## src/rtl/render_pkg.sv

```systemverilog
// Shared types and defaults for the symbol renderer.
package render_pkg;

    localparam int COORD_BITS = 16;
    localparam int COLOR_BITS = 12;
    localparam logic [COLOR_BITS-1:0] BG_COLOR = 12'h000;

    // One rectangle slot; w=0 or h=0 makes the slot invisible even if enabled.
    typedef struct packed {
        logic                  en;
        logic [COORD_BITS-1:0] x;
        logic [COORD_BITS-1:0] y;
        logic [COORD_BITS-1:0] w;
        logic [COORD_BITS-1:0] h;
        logic [COLOR_BITS-1:0] color;
    } sym_t;

endpackage

```

## src/rtl/sym_hit.sv

```systemverilog
// Combinational rectangle test for one slot. The far edges are computed one
// bit wider than the coordinates so x+w past the top of the range cannot wrap
// around and produce a hit near zero.
module sym_hit
    import render_pkg::*;
(
    input  sym_t                  sym,
    input  logic [COORD_BITS-1:0] sx,
    input  logic [COORD_BITS-1:0] sy,
    output logic                  hit
);

    logic [COORD_BITS:0] x_end;
    logic [COORD_BITS:0] y_end;
    logic                in_x;
    logic                in_y;

    assign x_end = {1'b0, sym.x} + {1'b0, sym.w};
    assign y_end = {1'b0, sym.y} + {1'b0, sym.h};

    // Half-open intervals: [x, x+w) and [y, y+h); zero size is empty.
    assign in_x = (sx >= sym.x) && ({1'b0, sx} < x_end);
    assign in_y = (sy >= sym.y) && ({1'b0, sy} < y_end);
    assign hit  = sym.en && in_x && in_y;

endmodule

```

## src/rtl/sym_renderer.sv

```systemverilog
// Double-buffered rectangle renderer. Writes go to a shadow table which is
// copied to the active table on frame_start; the pixel path is a fixed
// two-stage pipeline (hit detect, then priority select) with timing delayed
// to match.
module sym_renderer #(
    parameter int                NUM_SYM     = 4,
    parameter int                SYM_ID_BITS = $clog2(NUM_SYM),
    parameter int                COORD_BITS  = render_pkg::COORD_BITS,
    parameter logic [11:0]       BG_COLOR    = render_pkg::BG_COLOR
) (
    input  logic                   i_clk,
    input  logic                   rst,
    input  logic                   wr_valid,
    input  logic [SYM_ID_BITS-1:0] wr_id,
    input  logic                   wr_en,
    input  logic [COORD_BITS-1:0]  wr_x,
    input  logic [COORD_BITS-1:0]  wr_y,
    input  logic [COORD_BITS-1:0]  wr_w,
    input  logic [COORD_BITS-1:0]  wr_h,
    input  logic [11:0]            wr_color,
    input  logic                   clear_all,
    input  logic                   frame_start,
    input  logic [COORD_BITS-1:0]  sx,
    input  logic [COORD_BITS-1:0]  sy,
    input  logic                   de,
    input  logic                   n_hsync,
    input  logic                   n_vsync,
    output logic                   pending,
    output logic                   o_de,
    output logic                   o_n_hsync,
    output logic                   o_n_vsync,
    output logic [3:0]             o_r,
    output logic [3:0]             o_g,
    output logic [3:0]             o_b
);
    import render_pkg::*;

    // sym_t carries package-width geometry; COORD_BITS here must match it.

    sym_t shadow     [NUM_SYM];
    sym_t active     [NUM_SYM];
    sym_t shadow_nxt [NUM_SYM];

    logic [NUM_SYM-1:0]                 hit_c;
    logic [NUM_SYM-1:0]                 hit_s1;
    logic [NUM_SYM-1:0][COLOR_BITS-1:0] color_s1;
    logic [2:1]                         vld_pipe;   // de through the stages
    logic                               hs_s1;
    logic                               vs_s1;
    logic [COLOR_BITS-1:0]              pix_sel;

    // Next shadow contents: clear first, then a same-cycle write overrides
    // its own slot so the written slot survives clear_all.
    always_comb begin
        for (int i = 0; i < NUM_SYM; i++) begin
            shadow_nxt[i] = shadow[i];
            if (clear_all)
                shadow_nxt[i].en = 1'b0;
            if (wr_valid && (wr_id == SYM_ID_BITS'(i)))
                shadow_nxt[i] = '{en: wr_en, x: wr_x, y: wr_y, w: wr_w,
                                  h: wr_h, color: wr_color};
        end
    end

    // Shadow/active tables and pending flag; commit copies the next-shadow
    // value so an edit in the commit cycle is not lost.
    always_ff @(posedge i_clk) begin
        if (rst) begin
            for (int i = 0; i < NUM_SYM; i++) begin
                shadow[i] <= '0;
                active[i] <= '0;
            end
            pending <= 1'b0;
        end else begin
            for (int i = 0; i < NUM_SYM; i++)
                shadow[i] <= shadow_nxt[i];
            if (frame_start) begin
                for (int i = 0; i < NUM_SYM; i++)
                    active[i] <= shadow_nxt[i];
                pending <= 1'b0;
            end else if (wr_valid || clear_all) begin
                pending <= 1'b1;
            end
        end
    end

    for (genvar g = 0; g < NUM_SYM; g++) begin : g_hit
        sym_hit u_hit (
            .sym (active[g]),
            .sx  (sx),
            .sy  (sy),
            .hit (hit_c[g])
        );
    end

    // Stage 1: hit vector plus a colour snapshot, so a commit landing while
    // this pixel is in flight does not change its colour.
    always_ff @(posedge i_clk) begin
        if (rst) begin
            hit_s1      <= '0;
            color_s1    <= '0;
            vld_pipe[1] <= 1'b0;
            hs_s1       <= 1'b1;
            vs_s1       <= 1'b1;
        end else begin
            hit_s1      <= hit_c;
            for (int i = 0; i < NUM_SYM; i++)
                color_s1[i] <= active[i].color;
            vld_pipe[1] <= de;
            hs_s1       <= n_hsync;
            vs_s1       <= n_vsync;
        end
    end

    // Lowest-index hit wins; blanking forces black.
    always_comb begin
        pix_sel = BG_COLOR;
        for (int i = NUM_SYM - 1; i >= 0; i--)
            if (hit_s1[i])
                pix_sel = color_s1[i];
        if (!vld_pipe[1])
            pix_sel = '0;
    end

    // Stage 2: output registers feeding the DVI pads.
    always_ff @(posedge i_clk) begin
        if (rst) begin
            vld_pipe[2] <= 1'b0;
            o_n_hsync   <= 1'b1;
            o_n_vsync   <= 1'b1;
            {o_r, o_g, o_b} <= '0;
        end else begin
            vld_pipe[2] <= vld_pipe[1];
            o_n_hsync   <= hs_s1;
            o_n_vsync   <= vs_s1;
            {o_r, o_g, o_b} <= pix_sel;
        end
    end

    assign o_de = vld_pipe[2];

endmodule
```

## config.mk

```make
export PLATFORM = sky130hd
export DESIGN_NAME = sym_renderer
export DESIGN_NICKNAME = d
export VERILOG_FILES = /design/src/rtl/render_pkg.sv /design/src/rtl/sym_hit.sv /design/src/rtl/sym_renderer.sv
export SDC_FILE = /design/constraint.sdc
export NUM_CORES = 1
export LEC_CHECK = 0
export CORE_MARGIN = 2
export CORE_UTILIZATION = 45
export DETAILED_ROUTE_END_ITERATION = 6
export GPL_TIMING_DRIVEN = 0
export PLACE_DENSITY = 0.64
export SKIP_LAST_GASP = 1
export SYNTH_ARGS = -nofsm -noshare
export SYNTH_HDL_FRONTEND = slang
export SYNTH_SLANG_ARGS = --single-unit
```

## constraint.sdc

```tcl
create_clock -name i_clk -period 10.6 [get_ports i_clk]
set_clock_uncertainty 0.05 [all_clocks]
set_input_delay 1.06 -clock i_clk [delete_from_list [all_inputs] [get_ports i_clk]]
set_output_delay 1.06 -clock i_clk [all_outputs]
set_load 0.005 [all_outputs]
```

## Word-level counts from Yosys, hierarchy flattened

Memory sizes are Yosys's and may differ from the RTL's.
Cells that the tools add are included.

| cells by class | value |
|---|---|
| add/subtract/negate cells | 8 |
| magnitude comparators | 16 |
| eq/ne operators | 3 |
| muxes and demuxes | 26 |
| bitwise operators | 9 |
| reductions and logical operators | 24 |

Operators with widths:

| cell | number |
|---|---|
| two-way mux 77 bit | 12 |
| adder 16 x 16 -> 17 bit | 8 |
| < comparator 16 x 17 -> 1 bit | 8 |
| >= comparator 16 bit | 8 |
| two-way mux 12 bit | 4 |
| logical AND 1 bit | 20 |
| two-way mux 1 bit | 10 |
| OR 1 bit | 8 |
| equality test 2 bit, second input constant | 2 |
| OR reduction 2 bit | 2 |
| equality test 2 x 1 -> 1 bit, second input constant | 1 |
| zero test 2 bit | 1 |
| logical OR 1 bit | 1 |
| NOT 1 bit | 1 |

| word-level totals | value |
|---|---|
| register bits | 71 |
| bits in writable memories | 616 |
| output and inout bits | 16 |
| logic and storage cells | 103 |
| memories kept | 2 |

Memory list:

| memory | depth | width | rd ports | clocked after Yosys merged registers in | wr ports | line | text |
|---|---|---|---|---|---|---|---|
| active | 4 | 77 | 4 | 0 | 4 | sym_renderer.sv:41 | `sym_t active [NUM_SYM];` |
| shadow | 4 | 77 | 4 | 0 | 4 | sym_renderer.sv:40 | `sym_t shadow [NUM_SYM];` |

## Logic depth before layout (Yosys ltp)

Gate-level depths: netlist of run 1.

| logic depth | value |
|---|---|
| depth after elaboration | 5 |
| mapped depth | 17 |
| depth with buffers taken out | 17 |

## Cells and area by module

A second synthesis of run 1 with hierarchy kept.

| unflattened totals | value |
|---|---|
| cells, all modules | 3266 |
| area total of the unflattened synthesis | 34824.6 µm² |

By module, submodules not included:

| module | instances | cells each | area each (µm²) | sequential area each (µm²) |
|---|---|---|---|---|
| sym_renderer | 1 | 1851 | 23666.4 | 16836.1 |
| sym_hit (g_hit[2].u_hit ...) | 2 | 352 | 2787.7 | 0.0 |
| sym_hit (g_hit[0].u_hit) | 1 | 356 | 2800.2 | 0.0 |
| sym_hit (g_hit[1].u_hit) | 1 | 355 | 2782.7 | 0.0 |

## Least setup slack after synthesis of run 1

Ideal clock, no wire load.

| timing path | value |
|---|---|
| path type | input to register |
| start | in rst |
| end | mem active[0][0] (netlist bit) (enable) |
| library setup time | 543 ps |
| arrival | 5056 ps |
| required time | 10007 ps |
| setup slack | 4951 ps |
| stages on the path | 2 |
| cells stage by stage | clkbuf_1 > or2_2 |

RTL lines:

| element | line | text |
|---|---|---|
| from (decl) | sym_renderer.sv:12 | `input logic rst,` |
| to (decl) | sym_renderer.sv:41 |  |

==> metrics.csv, run 1 <==
stage,metric,value,unit
logic_synthesis,syn-instance-count,3608,
drt,vias,26300,
logic_synthesis,yosysUniqueCellTypes,65,
timing,min_period,5160,ps
layout,fin_area,40100,um^2
power,total_power,6.49,mW
timing,min_period_over_period,0.487,
timing,grt_setup_unrepaired,false,
cts,cts-root-buf,clkbuf_16,
cts,postCtsSetupBuffers,0,
logic_synthesis,syn_area_per_cell,9.64,um^2
timing,setup_ws,5440,ps
layout,final_common_cell,nand2_1,
drt,firstDrtPassIters,5,
drt,finalWirelength,99300,um
worst_hold_path,hold_path.class,flop to flop,
run,cap_violations,0,
cts,h-tree-depth,3,
power,p_leak,16.1,nW
critical_path,cp.arrival,5570,ps
cts,numClockSinks,687,
drt,via_per_inst,5.36,
layout,final_util,0.527,
timing,finalSetupViolCount,0,
logic_synthesis,syn_nets,4111,
layout,nets,4325,
global_route,grt_pass1_vias,25500,
layout,syn_to_final_growth,15.3,%
worst_hold_path,hold_start,vs_s1,
timing,hold_viol_final,0,
placed_design,hpwl,74800,um
timing,max_freq,194,MHz
floorplan,ioPinCount,135,
drt,drtIter0Drc,1914,
cts,cts_hold_buffers,0,
layout,drive_gt1_frac,0.0391,
logic_synthesis,synthFlopType,dfxtp_1,
logic_synthesis,ys_seq_elements,687,
timing,worstMarginPinSlew,1380,ps
drt,drc,0,
layout,multi_input_area,16800,um^2
power,ir_drop,94.4,uV
placed_design,place_area,37600,um^2
layout,seq_area,16800,um^2
floorplan,die_h,282,um
cts,clk_pin_slew,60,ps
logic_synthesis,netlist_area,34800,um^2
logic_synthesis,seq_area_frac_synth,0.484,
critical_path,crit_path_end_kind,flop,
critical_path,setup.worst_path.class,flop to flop,
worst_hold_path,min_path_cells,1,
critical_path,reg2reg_depth,17,
critical_path,reg2reg_from,active[2][60],
worst_hold_path,hold_end,o_n_vsync,
floorplan,start_util,0.457,
drt,routedWlPerCell,20.2,um
placed_design,globalplace.congestion,0.939,
power,powerDensity,162,nW/um^2
timing,drv_slew,0,
timing,slew-limit-headroom,0.0755,
cts,cts_tree,yes,
cts,cts_max_path_buffers,3,
layout,mostFrequentLayoutCells,"nand2_1, a21oi_1, dfxtp_1, ha_1, and2_1",
drt,antenna_left,0,
global_route,grt_max_degree,62,
critical_path,r2r_slack,5440,ps
cts,cts_resized,0,
cts,clock_latency,630,ps
logic_synthesis,synth-edff-count,308,
floorplan,core_area,76200,um^2
logic_synthesis,yosysWarnings,0,
logic_synthesis,synthArstFlopShare,0,
critical_path,rr_endpoint,hit_s1[2],
run_status,outcome,"complete, no violations",
placed_design,place_ws,5540,ps
cts,numCtsBuffers,74,
global_route,grt_pass1_wl,150000,um
floorplan,fp-row-count,101,
layout,num-fill-cells,6967,
critical_path,cp-start-kind,flop,
global_route,grt_usage,0.250,
global_route,grt-ovfl-total,0,
timing,fin_tns_setup,0,ps
floorplan,die_width,282,um
global_route,antenna_found_initial,3,
critical_path,worst-path-max-fanout,4,
floorplan,die_area,79600,um^2
critical_path,cp.required,11010,ps
placed_design,portBuffers,133,
worst max path at each step:
| stage | start | endpoint | cells after the start |
|---|---|---|---|
| after global placement | rst | active[3][47] | 3 |
| after global routing | active[2][60] | hit_s1[2] | 17 |
| after CTS | active[2][60] | hit_s1[2] | 17 |
| after floorplan | rst | active[0][0] | 2 |
| final | active[2][60] | hit_s1[2] | 17 |
| after detailed placement | active[2][60] | hit_s1[2] | 17 |
through the flow:
step                hold slack, ps  std cells
floorplan                      339       3608
global placement               341       4771
detailed placement             349       4776
CTS                            366       4913
global route                   381       4913
finish                         361       4914
report_power, final:
part | total, mW | internal, mW | switching, mW
logic | 0.845 | 0.328 | 0.517
registers | 2.93 | 2.88 | 0.0508
clock network | 2.71 | 1.58 | 1.13
cell type report:
| type | count | area share |
|---|---|---|
| sequential | 687 | 0.420 |
| multi-input combinational | 2619 | 0.419 |
| clock buffer | 101 | 0.0533 |
| timing repair buffer | 138 | 0.0366 |
| tap | 1030 | 0.0321 |
| inverter | 153 | 0.0143 |
| buffer | 149 | 0.0139 |
| clock inverter | 36 | 0.0108 |
| antenna | 1 | 0.0000624 |
critical path, stage by stage, from the launching register on:
cell and delay, ps:
edfxtp_1 400, ha_1 250, fa_1 430, a211oi_1 240, o21bai_1 120, a21oi_1 390
o21ai_0 210, a21o_1 210, a21oi_1 180, xor2_1 90, ha_1 200, a21o_1 180
a211o_1 330, a2111oi_0 350, o21ai_0 270, a221oi_1 400, a211oi_1 120, a211oi_1 580
Yosys cell counts, drive strengths merged, types with 18 or more instances:
library cell,count,share of area
nand3,26,0.0037
xor2,65,0.016
ha,376,0.14
dfxtp,379,0.22
edfxtp,308,0.27
and2,311,0.056
a211oi,23,0.0051
inv,153,0.017
xnor2,42,0.011
nor2,98,0.011
a21o,77,0.017
nor3,28,0.0040
a21oi,479,0.069
nand2b,24,0.0043
clkbuf,132,0.014
o21ai,101,0.015
nor2b,68,0.012
a31oi,18,0.0032
nand2,673,0.073
nand4,20,0.0036
routing by layer:
| metal | vias up | track usage | wire [um] |
|---|---|---|---|
| met5 | - | 0 | 16 |
| met4 | 2 | 0.0953 | 3460 |
| met3 | 151 | 0.0332 | 5680 |
| met2 | 696 | 0.412 | 46000 |
| met1 | 12500 | 0.335 | 44200 |
| li1 | 13000 | - | - |
logic make-up after synthesis:
family | count (synthesis) | share of synthesized area
DFF | 687 | 0.484
xor gates and xnor gates | 107 | 0.0269
muxes | 1 | 0.000288
and+or+nand+nor | 1303 | 0.178
buffers and inverters | 302 | 0.0326
AOI/OAI and AO/OA | 824 | 0.138
adders and majority gates | 384 | 0.140
flip-flops by register name, summed over array words and instances (netlist names), 4 cells and up:
name	cells
active	308
color_s1	48
hit_s1	4
o_b	4
o_g	4
o_r	4
shadow	308
(Power assumes the default switching activity.)
==> inputs of run 2 (changes only) <==
- PLACE_DENSITY: 0.64 -> 0.66
- clock period: 10.6 -> 4.7 ns (I/O delays scaled with it)
==> run 2 against run 1 <==
Final cell count unchanged. Sequential share of layout area hardly changed. Setup slack worse by 5300 ps. First-iteration DRC count rose by 5.1%. Sequential power up 130%. Critical path type unchanged.
==> metrics.csv, run 2 (synthesis gave the netlist of run 1 again) <==
stage,metric,value,unit,change
run_status,outcome,"complete, no violations",,unchanged
power,power_frac_seq,0.456,,was 0.452
global_route,grt_usage,0.250,,about the same
global_route,grt_pass1_wl,150000,um,about the same
drt,dr_wl_met3,5630,um,was 5680 um
worst_hold_path,hold_path.class,flop to flop,,unchanged
cts,cts-root-buf,clkbuf_16,,unchanged
cts,clk_pin_slew,60,ps,about the same
cts,numClockSinks,687,,unchanged
timing,grt_setup_unrepaired,true,,was false
layout,diodes,0,,was 1
layout,mostFrequentLayoutCells,"nand2_1, a21oi_1, dfxtp_1, ha_1, and2_1",,unchanged
global_route,grt_max_degree,61,,was 62
floorplan,start_util,0.457,,unchanged
layout,largestRegisters,"active: 308 flops, shadow: 308 flops, color_s1: 48 flops",,unchanged
placed_design,hpwl,74600,um,"was 74,800 um"
drt,firstDrtPassIters,6,,was 5
timing,finalSetupViolCount,0,,unchanged
layout,syn_to_final_growth,15.2,%,was 15.3%
layout,fin_area,40100,um^2,about the same
drt,vias,26400,,"was 26,300"
layout,final_common_cell,nand2_1,,unchanged
power,total_power,14.5,mW,was 6.49 mW
drt,finalWirelength,99100,um,"was 99,300 um"
drt,via_per_inst,5.37,,was 5.36
power,internal-power,10.7,mW,was 4.79 mW
power,p_switching,3.75,mW,was 1.70 mW
power,power_frac_clock,0.411,,was 0.418
floorplan,die_area,79600,um^2,unchanged
floorplan,die_h,282,um,unchanged
power,ir_drop,221,uV,was 94.4 uV
drt,wirelength_met1,44400,um,"was 44,200 um"
placed_design,post-place-cells,4776,,unchanged
cts,cts_tree,yes,,unchanged
layout,nets,4326,,"was 4,325"
layout,instances_no_fill,4914,,unchanged
critical_path,crit_path_end_kind,flop,,unchanged
placed_design,place_area,37600,um^2,about the same
critical_path,cp.arrival,4940,ps,was 5570 ps
critical_path,setup.worst_path.class,flop to flop,,unchanged
global_route,grt-ovfl-total,0,,unchanged
floorplan,ioPinCount,135,,unchanged
cts,cts_max_path_buffers,3,,unchanged
power,comb_power_share,0.132,,was 0.130
critical_path,cp-start-kind,flop,,unchanged
drt,drtIter0Drc,2011,,"was 1,914"
timing,worstMarginPinSlew,1240,ps,was 1380 ps
cts,clock_latency,630,ps,about the same
power,p_leak,16.1,nW,about the same
timing,min_period,4530,ps,was 5160 ps
critical_path,cp.required,5110,ps,"was 11,010 ps"
timing,min_period_over_period,0.965,,was 0.487
power,swShare,0.259,,was 0.261
cts,numCtsBuffers,74,,unchanged
timing,hold_viol_final,0,,unchanged
power,powerDensity,361,nW/um^2,was 162 nW/um^2
drt,routedWlPerCell,20.2,um,about the same
timing,max_freq,221,MHz,was 194 MHz
drt,drc,0,,unchanged
floorplan,core_area,76200,um^2,unchanged
drt,dr.max_layer_used,met5,,unchanged
layout,drive_gt1_frac,0.0396,,was 0.0391
global_route,antenna_found_initial,3,,unchanged
timing,slew-limit-headroom,0.175,,was 0.0755
drt,met2_length,45900,um,"was 46,000 um"
cts,cts_hold_buffers,0,,unchanged
drt,antenna_left,0,,unchanged
critical_path,worst-path-max-fanout,3,,was 4
run,cap_violations,0,,unchanged
timing,drv_slew,0,,unchanged
floorplan,die_width,282,um,unchanged
cts,h-tree-depth,3,,unchanged
placed_design,portBuffers,133,,unchanged
placed_design,globalplace.congestion,0.915,,was 0.939
global_route,grt_pass1_vias,25400,,"was 25,500"
floorplan,fp-row-count,101,,unchanged
-- run 2: cell count changes in the layout (fill, tap and decap cells not counted), sizes merged --
cell / change
inv: -3
buf: +1
bufinv: -1
diode: -1
clkinvlp: -4
clkinv: +1
clkbuf: +7
-- run 2: per-layer routing --
| layer | vias up | track usage |
|---|---|---|
| li1 | 13000 | - |
| met1 | 12500 | 0.335 |
| met2 | 720 | 0.412 |
| met3 | 171 | 0.0339 |
| met4 | 4 | 0.0887 |
| met5 | - | 0 |
-- run 2: cell type report --
type,count,area (um^2)
multi-input combinational,2619,16900
sequential,687,16800
clock inverter,29,323
buffer,149,559
timing repair buffer,139,1480
inverter,153,574
fill,6962,36100
tap,1030,1290
clock buffer,108,2160
-- run 2: final timing paths --
check / slack (ps) / start / cells after the start / end
max: 170 / active[2][12] / 15 / hit_s1[2]
min: 360 / hs_s1 / 1 / o_n_hsync
max reg2reg: 170 / active[2][12] / 15 / hit_s1[2]
min reg2reg: 360 / hs_s1 / 1 / o_n_hsync
-- run 2: critical path, cell delays in order (launching register included) --
cell and delay, ps:
edfxtp_1 410, ha_1 260, fa_1 430, a21oi_1 190, o21ai_0 160, o41a_1 410
a32oi_1 350, nand2b_1 120, xnor2_1 140, ha_1 270, o211ai_1 80, o21ai_0 220
nand3_1 110, a221o_1 320, a311oi_1 630, a211oi_2 210
-- run 2: per-stage QoR --
stage	setup slack (ps)	hold WS (ps)	utilization	setup TNS, ps
after floorplan	935	339	-	0
after global placement	-1190	342	0.491	-346820
after detailed placement	-377	343	0.493	-459
after CTS	-28.9	333	0.526	-28.9
after global routing	-59.6	353	0.526	-59.6
final	167	357	0.526	0
-- run 2: what timing repair did --
| action | CTS | global route |
|---|---|---|
| endpoints found under the setup margin | 2 | 2 |
| endpoints found under the hold margin | 0 | 0 |
| gates resized for setup | 4 | 6 |
| cloned | 0 | 0 |
| pin swaps | 0 | 3 |
| setup buffers | 0 | 1 |
-- run 2: power by group through the flow --
| stage | Combinational, mW | Clock, mW | Sequential (mW) |
|---|---|---|---|
| 6_report | 1.91 | 5.96 | 6.61 |
| 5_1_grt | 2.14 | 6.27 | 6.63 |
| 4_1_cts | 1.90 | 6.03 | 6.61 |
| 3_5_place_dp | 1.88 | 0 | 6.74 |
| 3_3_place_gp | 1.83 | 0 | 6.75 |
| 2_1_floorplan | 1.19 | 0 | 6.70 |
==> inputs of run 3 (changes only) <==
- CTS_CLUSTER_SIZE: default -> 10
==> run 3 against run 2 <==
Non-clock buffer count is the same. Sequential share of layout area is essentially flat. Sequential cell count is the same. Highest routed layer unchanged.
==> metrics.csv, run 3 (synthesis gave the netlist of run 1 again) <==
stage,metric,value,unit,change
drt,firstDrtPassIters,5,,was 6
floorplan,die_area,79600,um^2,unchanged
worst_hold_path,hold_path.class,input port to flop,,was flop to flop
drt,drtIter0Drc,2123,,"was 2,011"
cts,clk_pin_slew,60,ps,about the same
layout,final_util,0.526,,about the same
layout,drive_gt1_frac,0.0336,,was 0.0396
cts,cts-root-buf,clkbuf_16,,unchanged
global_route,antenna_found_initial,5,,was 3
cts,numClockSinks,687,,unchanged
drt,via_per_inst,5.39,,was 5.37
timing,hold_viol_final,0,,unchanged
global_route,grt_max_degree,61,,unchanged
placed_design,place_ws,-377,ps,unchanged
critical_path,cp.required,5130,ps,was 5110 ps
critical_path,reg2reg_depth,17,,was 15
timing,slew-limit-headroom,0.191,,was 0.175
placed_design,globalplace.congestion,0.915,,unchanged
critical_path,worst-path-max-fanout,3,,unchanged
cts,numCtsBuffers,81,,was 74
drt,antenna_left,0,,unchanged
global_route,grt_pass1_vias,25500,,"was 25,400"
layout,largestRegisters,"active: 308 flops, shadow: 308 flops, color_s1: 48 flops",,unchanged
timing,setup_ws,134,ps,was 167 ps
floorplan,die_h,282,um,unchanged
layout,fin_area,40100,um^2,about the same
cts,clock_latency,630,ps,about the same
global_route,grt_usage,0.250,,about the same
global_route,grt_pass1_wl,150000,um,about the same
power,ir_drop,300,uV,was 221 uV
layout,num-fill-cells,6948,,"was 6,962"
critical_path,cp.arrival,4990,ps,was 4940 ps
critical_path,setup.worst_path.class,flop to flop,,unchanged
critical_path,crit_path_end_kind,flop,,unchanged
power,powerDensity,360,nW/um^2,was 361 nW/um^2
timing,finalSetupViolCount,0,,unchanged
global_route,grt-ovfl-total,0,,unchanged
cts,cts_tree,yes,,unchanged
timing,min_period,4570,ps,was 4530 ps
timing,grt_setup_unrepaired,true,,unchanged
drt,vias,26500,,"was 26,400"
power,p_leak,16.1,nW,about the same
cts,h-tree-depth,3,,unchanged
run_status,outcome,"complete, no violations",,unchanged
drt,drc,0,,unchanged
placed_design,portBuffers,133,,unchanged
cts,cts_hold_buffers,0,,unchanged
run,cap_violations,0,,unchanged
timing,max_freq,219,MHz,was 221 MHz
placed_design,place_area,37600,um^2,unchanged
layout,syn_to_final_growth,15.1,%,was 15.2%
floorplan,die_width,282,um,unchanged
layout,final_common_cell,nand2_1,,unchanged
critical_path,cp-start-kind,flop,,unchanged
floorplan,fp-row-count,101,,unchanged
floorplan,start_util,0.457,,unchanged
drt,routedWlPerCell,20.2,um,about the same
timing,worstMarginPinSlew,1210,ps,was 1240 ps
worst_hold_path,min_path_cells,2,,was 1
timing,min_period_over_period,0.971,,was 0.965
placed_design,hpwl,74600,um,unchanged
drt,finalWirelength,99400,um,"was 99,100 um"
floorplan,ioPinCount,135,,unchanged
layout,mostFrequentLayoutCells,"nand2_1, a21oi_1, dfxtp_1, ha_1, and2_1",,unchanged
floorplan,core_area,76200,um^2,unchanged
layout,nets,4333,,"was 4,326"
timing,drv_slew,0,,unchanged
cts,cts_max_path_buffers,3,,unchanged
run 3: cell types whose count changed in the layout (fill, tap and decap cells not counted), sizes merged:
cell / delta
bufinv: -5
clkinv: -15
clkinvlp: -2
clkbuf: +34
diode: +1
run 3: power breakdown:
part           total [mW]  internal [mW]  switching (mW)
Sequential           6.61           6.50           0.114
Clock                5.91           3.42            2.48
Combinational        1.91          0.744            1.17
run 3: worst paths after layout:
path | from | end | slack [ps]
max | active[2][60] | hit_s1[2] | 130
min | n_hsync | hs_s1 | 350
max reg2reg | active[2][60] | hit_s1[2] | 130
min reg2reg | hs_s1 | o_n_hsync | 360
run 3: cell type report:
class / instances / area, um^2 / area share
clock inverter: 7 / 83.8 / 0.00209
multi-input combinational: 2619 / 16900 / 0.421
inverter: 153 / 574 / 0.0143
clock buffer: 142 / 2370 / 0.0592
timing repair buffer: 139 / 1480 / 0.0369
antenna: 1 / 2.50 / 0.0000625
tap: 1030 / 1290 / 0.0322
sequential: 687 / 16800 / 0.420
buffer: 149 / 559 / 0.0140
run 3: critical path: stages (launching register included):
cell and delay, ps:
edfxtp_1 400, ha_1 240, fa_1 450, a211oi_2 200, o21bai_1 130, a21oi_2 220
o21ai_0 150, a21o_1 210, a21oi_1 170, xor2_1 90, ha_1 190, a21o_1 180
a211o_1 330, a2111oi_1 250, o21ai_1 200, a221oi_2 340, a211oi_1 120, a211oi_2 480
run 3: stage by stage:
| stage | setup TNS, ps | power (mW) | instances | hold WS [ps] |
|---|---|---|---|---|
| finish | 0 | 14.4 | 4927 | 355 |
| detailed placement | -459 | 8.62 | 4776 | 343 |
| floorplan | 0 | 7.89 | 3608 | 339 |
| CTS | -43.8 | 14.5 | 4925 | 330 |
| global route | -67.2 | 15.0 | 4926 | 352 |
| global placement | -346820 | 8.58 | 4771 | 342 |
run 3: routing by layer:
metal,vias up,global-route usage,share of wire
met5,-,0,0.00027
met1,12600,0.336,0.45
met2,764,0.416,0.46
li1,13000,-,-
met3,164,0.0327,0.057
met4,4,0.0876,0.033
run 3: timing repair:
item,4_1_cts,5_1_grt
setup buffers,0,1
pin swaps,0,3
gates resized for setup,4,6
hold endpoints to repair,0,0
endpoints found under the setup margin,2,2
